**src/rtl/alu_result_buffer.sv**
```systemverilog
// First-word-fall-through result buffer for the ALU datapath, with a sticky overflow bit.
// Optional build macro ALU_BUF_OVFCNT_EN adds a saturating 8-bit overflow counter output (ovfCount).
module alu_result_buffer #(
  parameter int WIDTH = 32,
  parameter int DEPTH = 2
) (
  input  logic                     clk,
  input  logic                     reset,
  input  logic                     inValid,
  output logic                     inReady,
  input  logic [WIDTH-1:0]         dataIn,
  input  logic                     zeroIn,
  input  logic                     overflowIn,
  input  logic                     carryoutIn,
  input  logic                     negativeIn,
  output logic                     outValid,
  input  logic                     outReady,
  output logic [WIDTH-1:0]         dataOut,
  output logic                     zeroFlag,
  output logic                     overflowFlag,
  output logic                     carryoutFlag,
  output logic                     negativeFlag,
  output logic [$clog2(DEPTH):0]   count,
  input  logic                     clearSticky,
  output logic                     stickyOverflow
`ifdef ALU_BUF_OVFCNT_EN
  ,
  output logic [7:0]               ovfCount
`endif
);

  localparam int AW = $clog2(DEPTH);
  localparam int CW = AW + 1;

  logic [WIDTH-1:0] memData_q  [DEPTH];
  logic [3:0]       memFlags_q [DEPTH];

  logic [AW-1:0] wrPtr_q, wrPtr_d;
  logic [AW-1:0] rdPtr_q, rdPtr_d;
  logic [CW-1:0] count_q, count_d;
  logic          sticky_q, sticky_d;
  logic          push, pop;
  logic          pushOvf;
  logic [WIDTH-1:0] headData;
  logic [3:0]       headFlags;

  // Handshake is derived from registered occupancy only, so there is no in-to-out path.
  assign inReady  = (count_q < CW'(DEPTH));
  assign outValid = (count_q != '0);
  assign push     = inValid && inReady;
  assign pop      = outValid && outReady;
  assign pushOvf  = push && overflowIn;

  always_comb begin
    wrPtr_d  = wrPtr_q;
    rdPtr_d  = rdPtr_q;
    count_d  = count_q;
    sticky_d = sticky_q;
    if (push) wrPtr_d = wrPtr_q + AW'(1);
    if (pop)  rdPtr_d = rdPtr_q + AW'(1);
    case ({push, pop})
      2'b10:   count_d = count_q + CW'(1);
      2'b01:   count_d = count_q - CW'(1);
      default: count_d = count_q;
    endcase
    // A new overflow beats a same-cycle clear so no event is lost.
    if (pushOvf)          sticky_d = 1'b1;
    else if (clearSticky) sticky_d = 1'b0;
  end

  always_ff @(posedge clk or posedge reset) begin
    if (reset) begin
      wrPtr_q  <= '0;
      rdPtr_q  <= '0;
      count_q  <= '0;
      sticky_q <= 1'b0;
    end else begin
      wrPtr_q  <= wrPtr_d;
      rdPtr_q  <= rdPtr_d;
      count_q  <= count_d;
      sticky_q <= sticky_d;
    end
  end

  // Storage needs no reset: occupancy alone decides what is visible.
  always_ff @(posedge clk) begin
    if (push) begin
      memData_q[wrPtr_q]  <= dataIn;
      memFlags_q[wrPtr_q] <= {zeroIn, overflowIn, carryoutIn, negativeIn};
    end
  end

  assign headData  = memData_q[rdPtr_q];
  assign headFlags = memFlags_q[rdPtr_q];

  always_comb begin
    dataOut      = '0;
    zeroFlag     = 1'b0;
    overflowFlag = 1'b0;
    carryoutFlag = 1'b0;
    negativeFlag = 1'b0;
    if (outValid) begin
      dataOut      = headData;
      zeroFlag     = headFlags[3];
      overflowFlag = headFlags[2];
      carryoutFlag = headFlags[1];
      negativeFlag = headFlags[0];
    end
  end

  assign count          = count_q;
  assign stickyOverflow = sticky_q;

`ifdef ALU_BUF_OVFCNT_EN
  logic [7:0] ovfCount_q, ovfCount_d;

  always_comb begin
    ovfCount_d = ovfCount_q;
    if (pushOvf) begin
      if (clearSticky)               ovfCount_d = 8'd1;
      else if (ovfCount_q != 8'hFF)  ovfCount_d = ovfCount_q + 8'd1;
    end else if (clearSticky) begin
      ovfCount_d = 8'd0;
    end
  end

  always_ff @(posedge clk or posedge reset) begin
    if (reset) ovfCount_q <= 8'd0;
    else       ovfCount_q <= ovfCount_d;
  end

  assign ovfCount = ovfCount_q;
`endif

endmodule

```
**config.mk**
```make
export PLATFORM = sky130hd
export DESIGN_NAME = alu_result_buffer
export DESIGN_NICKNAME = d
export VERILOG_FILES = /design/src/rtl/alu_result_buffer.sv
export SDC_FILE = /design/constraint.sdc
export NUM_CORES = 1
export LEC_CHECK = 0
export CORE_MARGIN = 5
export CORE_UTILIZATION = 48
export CTS_BUF_LIST = sky130_fd_sc_hd__clkbuf_4 sky130_fd_sc_hd__clkbuf_8
export DETAILED_ROUTE_END_ITERATION = 8
export PLACE_DENSITY = 0.91
export SLEW_MARGIN = 20
export SYNTH_ARGS = -nofsm -noshare
export SYNTH_HDL_FRONTEND = slang
export SYNTH_SLANG_ARGS = --single-unit
export TNS_END_PERCENT = 50
```
**constraint.sdc**
```tcl
create_clock -name clk -period 6.1 [get_ports clk]
set_clock_uncertainty 0.05 [all_clocks]
set_input_delay 0.61 -clock clk [delete_from_list [all_inputs] [get_ports clk]]
set_output_delay 0.61 -clock clk [all_outputs]
set_load 0.01 [all_outputs]
```
==> run metrics, run 1 <==
clk_lat worst skew 0.32 ns; Die X-Extent a little under 90 um; Core ar. 5960 um2; antenna violations before repair 0; wire length on met2 approximately 2.7 mm; Slew headroom 27.3%; TritonCTS buffer count 9; register bit total from synthesis 77; Tightest Pin Transition 1.09 ns; Slowest Stage Delay on Critical Path 1.09 ns; count of input and output buffers 81; pre-CTS setup slack 3.40 ns; DRC viols 0; drt first pass iters 4; count of cells resized by post-cts repair 0; pin count of the biggest net entering global routing 38; status finished, final reports clean; Clock Tree Buf Depth 2; final number of hold-violating endpoints 0; internal power 1.32 mW; combinational share of power 37.6%; most frequent cells in the layout clkdlybuf4s50_1 (81), edfxtp_1 (72), nor2_1 (37); final wirelength 5.19 mm; CTS tree built; share of cells above drive strength 1 ~7.6%; clock sink count 77; Crit. path cell count 3; Tightest Hold Check Type input pin to async pin; Req. time, crit path 5.44 ns; All-Layer GR Usage 14.1%; post-DP HPWL about 3.5 mm; Worst R2R End count[1]; Met3 Wirelength approximately 420 um; Synth Area in Adders less than 1%; Root Driver clkbuf_8; H-tree Lvls 3; Clk pwr share around a fifth; crit end category primary output; Starting Density 49.7%; most common cell after layout, fill and taps aside clkdlybuf4s50_1; Top Family by Delay on Critical Path flip-flops; mux cell area share after synthesis approximately an eighth; switching part of the total around 30%; WS Path Type flip-flop to primary output; filler instances 453; Met1 Wirelength 1.99 mm; Static Leak 1.49 nW; XOR/XNOR Fraction of Synth Area approximately 1.5%; Seq/Total Area, Yosys around 77%; IO Count between 80 and 90; Hold Buf Count CTS 0; Peak VDD IR 0.223 mV; final slew viol count 0; RePlAce Congestion ~0.65; Post-Synth Simple-Gate Area 5.84%; syn avg cell area 17.1 um2; period utilization ~50%; Worst R2R Setup Slack 4.01 ns; Worst EP arrival 2.35 ns; cells after synthesis 173; grt ovf 0; nets@finish 300; setup ws final 3.09 ns; synthesized area 2960 um2; clk slew on worst S/H paths 0.07 ns; Layout area overhead 35.9%; PwrDens 470 nW/um2; PnR Total Power 1.89 mW; Ys Warns 0; Flop pwr share 41.9%; Critical R2R Launch count[0]; Wirelength per Cell about 15 um; Setup Viol. Count Final 0; crit-path cells mux2i_1 > nor2_1 > clkdlybuf4s50_1; die area 7830 um2; Worst R2R Path Depth 6; syn_nets 215; first-pass GRT wire length 8.11 mm; setup TNS 0 ns; post-DR vias/cell approximately 5; utilization after layout about two thirds; Rows 28; Max Cap Viol 0; Post-CTS Setup Bufs 0; Max Clk Rate 332 MHz; RSZ-0062 raised after global routing false; net load switching power 565 uW; Worst path slowest cell dfrtp_2; Synth cell types 17; Initial DRC Count 51; startpoint types flip-flop; minimum clock period between 3 and 4 ns; DIE HEIGHT 88.5 um; combinational family with the most area after synthesis multiplexers; Vias 1642; Max Used Layer met4; worst path bufs/invs 1; post-synthesis compound-gate area fraction 0.338%; Final ANT Viol Nets 0; vias in the first global route 1778; Max FO, Critical Path 37; ANT cells 0
cells by family after synthesis:
| kind of cell | Yosys count |
|---|---|
| buffers and inverters | 11 |
| XOR/XNOR | 5 |
| adder cells (fa/ha/maj) | 1 |
| multiplexers | 36 |
| AND/OR/NAND/NOR | 42 |
| flip-flops | 77 |
| AO/OA/AOI/OAI | 1 |
cell usage after synthesis, drive strengths merged:
library cell,instances,area [um2]
edfxtp,72,2160
xnor2,4,35.0
nand2,1,3.75
nor2,39,154
and2,1,8.76
and3,1,6.26
a32o,1,10.0
mux2i,36,360
ha,1,12.5
inv,4,15.0
buf,7,56.3
dfrtp,5,125
xor2,1,8.76
how the worst max path moves through the flow:
stage / from / to
floorplan: count[1] / memData_q[0][0]
CTS: rdPtr_q / carryoutFlag
global route: rdPtr_q / dataOut[9]
detailed placement: rdPtr_q / carryoutFlag
global placement: rdPtr_q / carryoutFlag
finish: rdPtr_q / carryoutFlag
area by class of cell:
class / instances / area (um2) / area share [%]
Clock inverter: 6 / 78.8 / 1.96
Clock buffer: 9 / 124 / 3.08
Timing Repair Buffer: 81 / 811 / 20.2
Inverter: 4 / 15.0 / 0.374
Tap cell: 75 / 93.8 / 2.33
Sequential cell: 77 / 2290 / 56.9
Multi-Input combinational cell: 85 / 608 / 15.1
through the flow:
step | area, um2 | hold WS [ns] | instances
global route | 4020 | 0.428 | 337
finish | 4020 | 0.432 | 337
global placement | 3820 | 0.428 | 322
CTS | 4020 | 0.427 | 337
detailed placement | 3820 | 0.445 | 322
floorplan | 2960 | 0.339 | 173
worst reg2reg max path: cells and delay by family (launching register included):
family | cells | cell delay [ns]
adders and majority gates | 1 | 0.30
DFF | 1 | 0.45
xor gates and xnor gates | 1 | 0.12
and+or+nand+nor | 3 | 1.01
buffers and inverters | 1 | 0.08
per-layer routing:
metal,GRT usage [%],vias to the layer above
met1,14.9,785
met4,5.77,0
met3,5.12,5
met2,25.6,50
met5,0,-
li1,-,802
power by group through the flow:
| stage | registers, mW | clock network [mW] | logic (mW) |
|---|---|---|---|
| floorplan | 0.739 | 0 | 0.418 |
| global placement | 0.800 | 0 | 0.715 |
| detailed placement | 0.806 | 0 | 0.725 |
| CTS | 0.795 | 0.397 | 0.729 |
| global route | 0.806 | 0.427 | 0.774 |
| finish | 0.791 | 0.387 | 0.711 |
sequential cells by signal, indices dropped and copies added, names as in the netlist:
register        count
memFlags_q          8
memData_q          64
count               2
stickyOverflow      1
rdPtr_q             1
wrPtr_q             1
Power figures use the tool's default switching activity.
==> inputs of run 2 (changes only) <==
--- a/config.mk
+++ b/config.mk
@@ -6,10 +6,10 @@
 export NUM_CORES = 1
 export LEC_CHECK = 0
 export CORE_MARGIN = 5
-export CORE_UTILIZATION = 48
+export CORE_UTILIZATION = 45
 export CTS_BUF_LIST = sky130_fd_sc_hd__clkbuf_4 sky130_fd_sc_hd__clkbuf_8
 export DETAILED_ROUTE_END_ITERATION = 8
-export PLACE_DENSITY = 0.91
+export PLACE_DENSITY = 0.9
 export SLEW_MARGIN = 20
 export SYNTH_ARGS = -nofsm -noshare
 export SYNTH_HDL_FRONTEND = slang
==> constraint.sdc (replaced) <==
create_clock -name clk -period 2.6 [get_ports clk]
set_clock_uncertainty 0.05 [all_clocks]
set_input_delay 0.26 -clock clk [delete_from_list [all_inputs] [get_ports clk]]
set_output_delay 0.26 -clock clk [all_outputs]
set_load 0.01 [all_outputs]
==> run 2 against run 1 <==
  * Routed wire length is 3.0% higher
  * Total power is 130% higher
  * Register-to-register slack worse by 3.4 ns
  * Worst setup slack worse by 2.8 ns
  * Critical path type unchanged
  * Largest power group is now combinational logic
  * Cell count is 2.7% higher
==> run metrics, run 2 (synthesis gave the netlist of run 1 again) <==
Worst R2R End count[1]; Clock Tree Buf Depth 2 (unchanged); clk slew on worst S/H paths 0.07 ns (about the same); WS Path Type flip-flop to primary output; Slowest Stage Delay on Critical Path 0.49 ns (-0.60 ns); period utilization approximately 90%; Max Cap Viol 0 (unchanged); final wirelength 5.35 mm (+3.0%); worst setup path startpoint count[0]; most frequent cells in the layout clkdlybuf4s50_1 (81), edfxtp_1 (72), nor2_1 (37); Setup Viol. Count Final 0 (unchanged); Tightest Hold Check Type input pin to async pin; Slew headroom 67.2% (+40 points); minimum clock period 2.32 ns; DIE HEIGHT 91.1 um (+2.9%); Req. time, crit path 2.29 ns (-3.15 ns); startpoint types flip-flop; Post-Layout Inst Area 4060 um2 (+0.90%); crit end category primary output; count of input and output buffers 81 (unchanged); IO Count 82 (unchanged); Rows 29 (+3.6%); status finished, final reports clean; Layout area overhead 37.1%; combinational share of power 43.7% (+6.1 points); drt first pass iters 4 (unchanged); antenna violations before repair 0 (unchanged); PwrDens 1070 nW/um2 (+130%); Worst R2R Setup Slack 0.60 ns (-3.41 ns); switching part of the total 31.6% (+1.7 points); share of cells above drive strength 1 9.67% (+2.0 points); clk_lat worst skew 0.33 ns (about the same); internal power 2.97 mW (+120%); Worst EP arrival 2.01 ns (-0.34 ns); post-DR vias/cell 4.83 (-0.88%); post-DP HPWL 3.75 mm (+7.6%); Vias 1671 (+1.8%); grt ovf 0 (unchanged); Flop pwr share 39.4% (-2.5 points); Hold Buf Count CTS 0 (unchanged); Top Family by Delay on Critical Path buffers and inverters; Initial DRC Count 49 (-3.9%); Worst R2R Path Depth 7 (+1); Post-CTS Setup Bufs 0 (unchanged); count of cells resized by post-cts repair 0 (unchanged); number of flip-flops in the largest register 64 (unchanged); placed cell area 3890 um2 (+1.9%); Tightest Pin Transition 0.491 ns (-0.599 ns); pre-CTS setup slack 0.576 ns (-2.82 ns); ANT cells 0 (unchanged); TritonCTS buffer count 9 (unchanged); Max FO, Critical Path 19 (-49%); Peak VDD IR 0.598 mV (+170%); placed cells 330 (+2.5%); setup ws final 0.279 ns (-2.81 ns); Starting Density 46.3% (-3.3 points); crit-path cells nor2_4 > buf_12 > nor2_1 > clkdlybuf4s50_1; Largest Register memData_q; setup TNS 0 ns (unchanged); vias in the first global route 1756 (-1.2%); Core ar. 6390 um2 (+7.2%); pin count of the biggest net entering global routing 21 (-45%); Worst path slowest cell clkdlybuf4s50_1; Root Driver clkbuf_8; first-pass GRT wire length 8.56 mm (+5.6%); clock sink count 77 (unchanged); RSZ-0062 raised after global routing false; net load switching power 1.38 mW (+140%); All-Layer GR Usage 13.3% (-0.80 points); Static Leak 1.49 nW (+0.23%); RePlAce Congestion 0.728 (+12%); Max Clk Rate 431 MHz; Finished Layout Cells 346 (+2.7%); worst path bufs/invs 2 (+1); Wirelength per Cell 15.5 um (+0.35%); final number of hold-violating endpoints 0 (unchanged); DRC viols 0 (unchanged); most common cell after layout, fill and taps aside clkdlybuf4s50_1; Clk pwr share 16.9% (-3.6 points); nets@finish 306 (+2.0%); Die X-Extent 91.1 um (+2.9%); die area 8290 um2 (+5.9%); CTS tree built; H-tree Lvls 3 (unchanged); Critical R2R Launch count[0]; PnR Total Power 4.35 mW (+130%); Final ANT Viol Nets 0 (unchanged); final slew viol count 0 (unchanged)
==> run 2: layout make-up <==
| cell class | instances | area, um2 |
|---|---|---|
| Sequential cell | 77 | 2290 |
| Tap cell | 77 | 96.3 |
| Clock buffer | 9 | 124 |
| Clock inverter | 7 | 42.5 |
| Inverter | 4 | 15.0 |
| Multi-Input combinational cell | 85 | 608 |
| Timing Repair Buffer | 87 | 881 |
| Fill cell | 491 | 2330 |
==> run 2: per-layer routing <==
layer	GRT usage, %	part of all wire (%)
met5	0	0
met2	23.4	53
met1	15.2	40
met4	6.23	1.9
met3	3.39	4.9
==> run 2: how the worst max path moves through the flow <==
stage,to,slack [ns],cells after the start
finish,carryoutFlag,0.28,4
global route,dataOut[6],0.15,4
global placement,count[1],0.63,7
detailed placement,count[1],0.58,7
floorplan,memData_q[0][0],0.43,3
CTS,carryoutFlag,0.22,4
==> run 2: per-stage QoR <==
| step | util (%) | hold slack (ns) |
|---|---|---|
| after floorplan | - | -0.0115 |
| after global placement | 60.9 | 0.426 |
| after detailed placement | 60.9 | 0.432 |
| after CTS | 63.5 | 0.0669 |
| after global routing | 63.5 | 0.0800 |
| final | 63.5 | 0.0779 |
==> run 2: power groups by stage <==
stage | Clock, mW | Combinational (mW) | Sequential [mW]
after floorplan | 0 | 0.981 | 1.73
after global placement | 0 | 1.91 | 1.73
after detailed placement | 0 | 1.93 | 1.74
after CTS | 0.766 | 1.95 | 1.72
after global routing | 0.828 | 2.05 | 1.74
final | 0.737 | 1.90 | 1.71
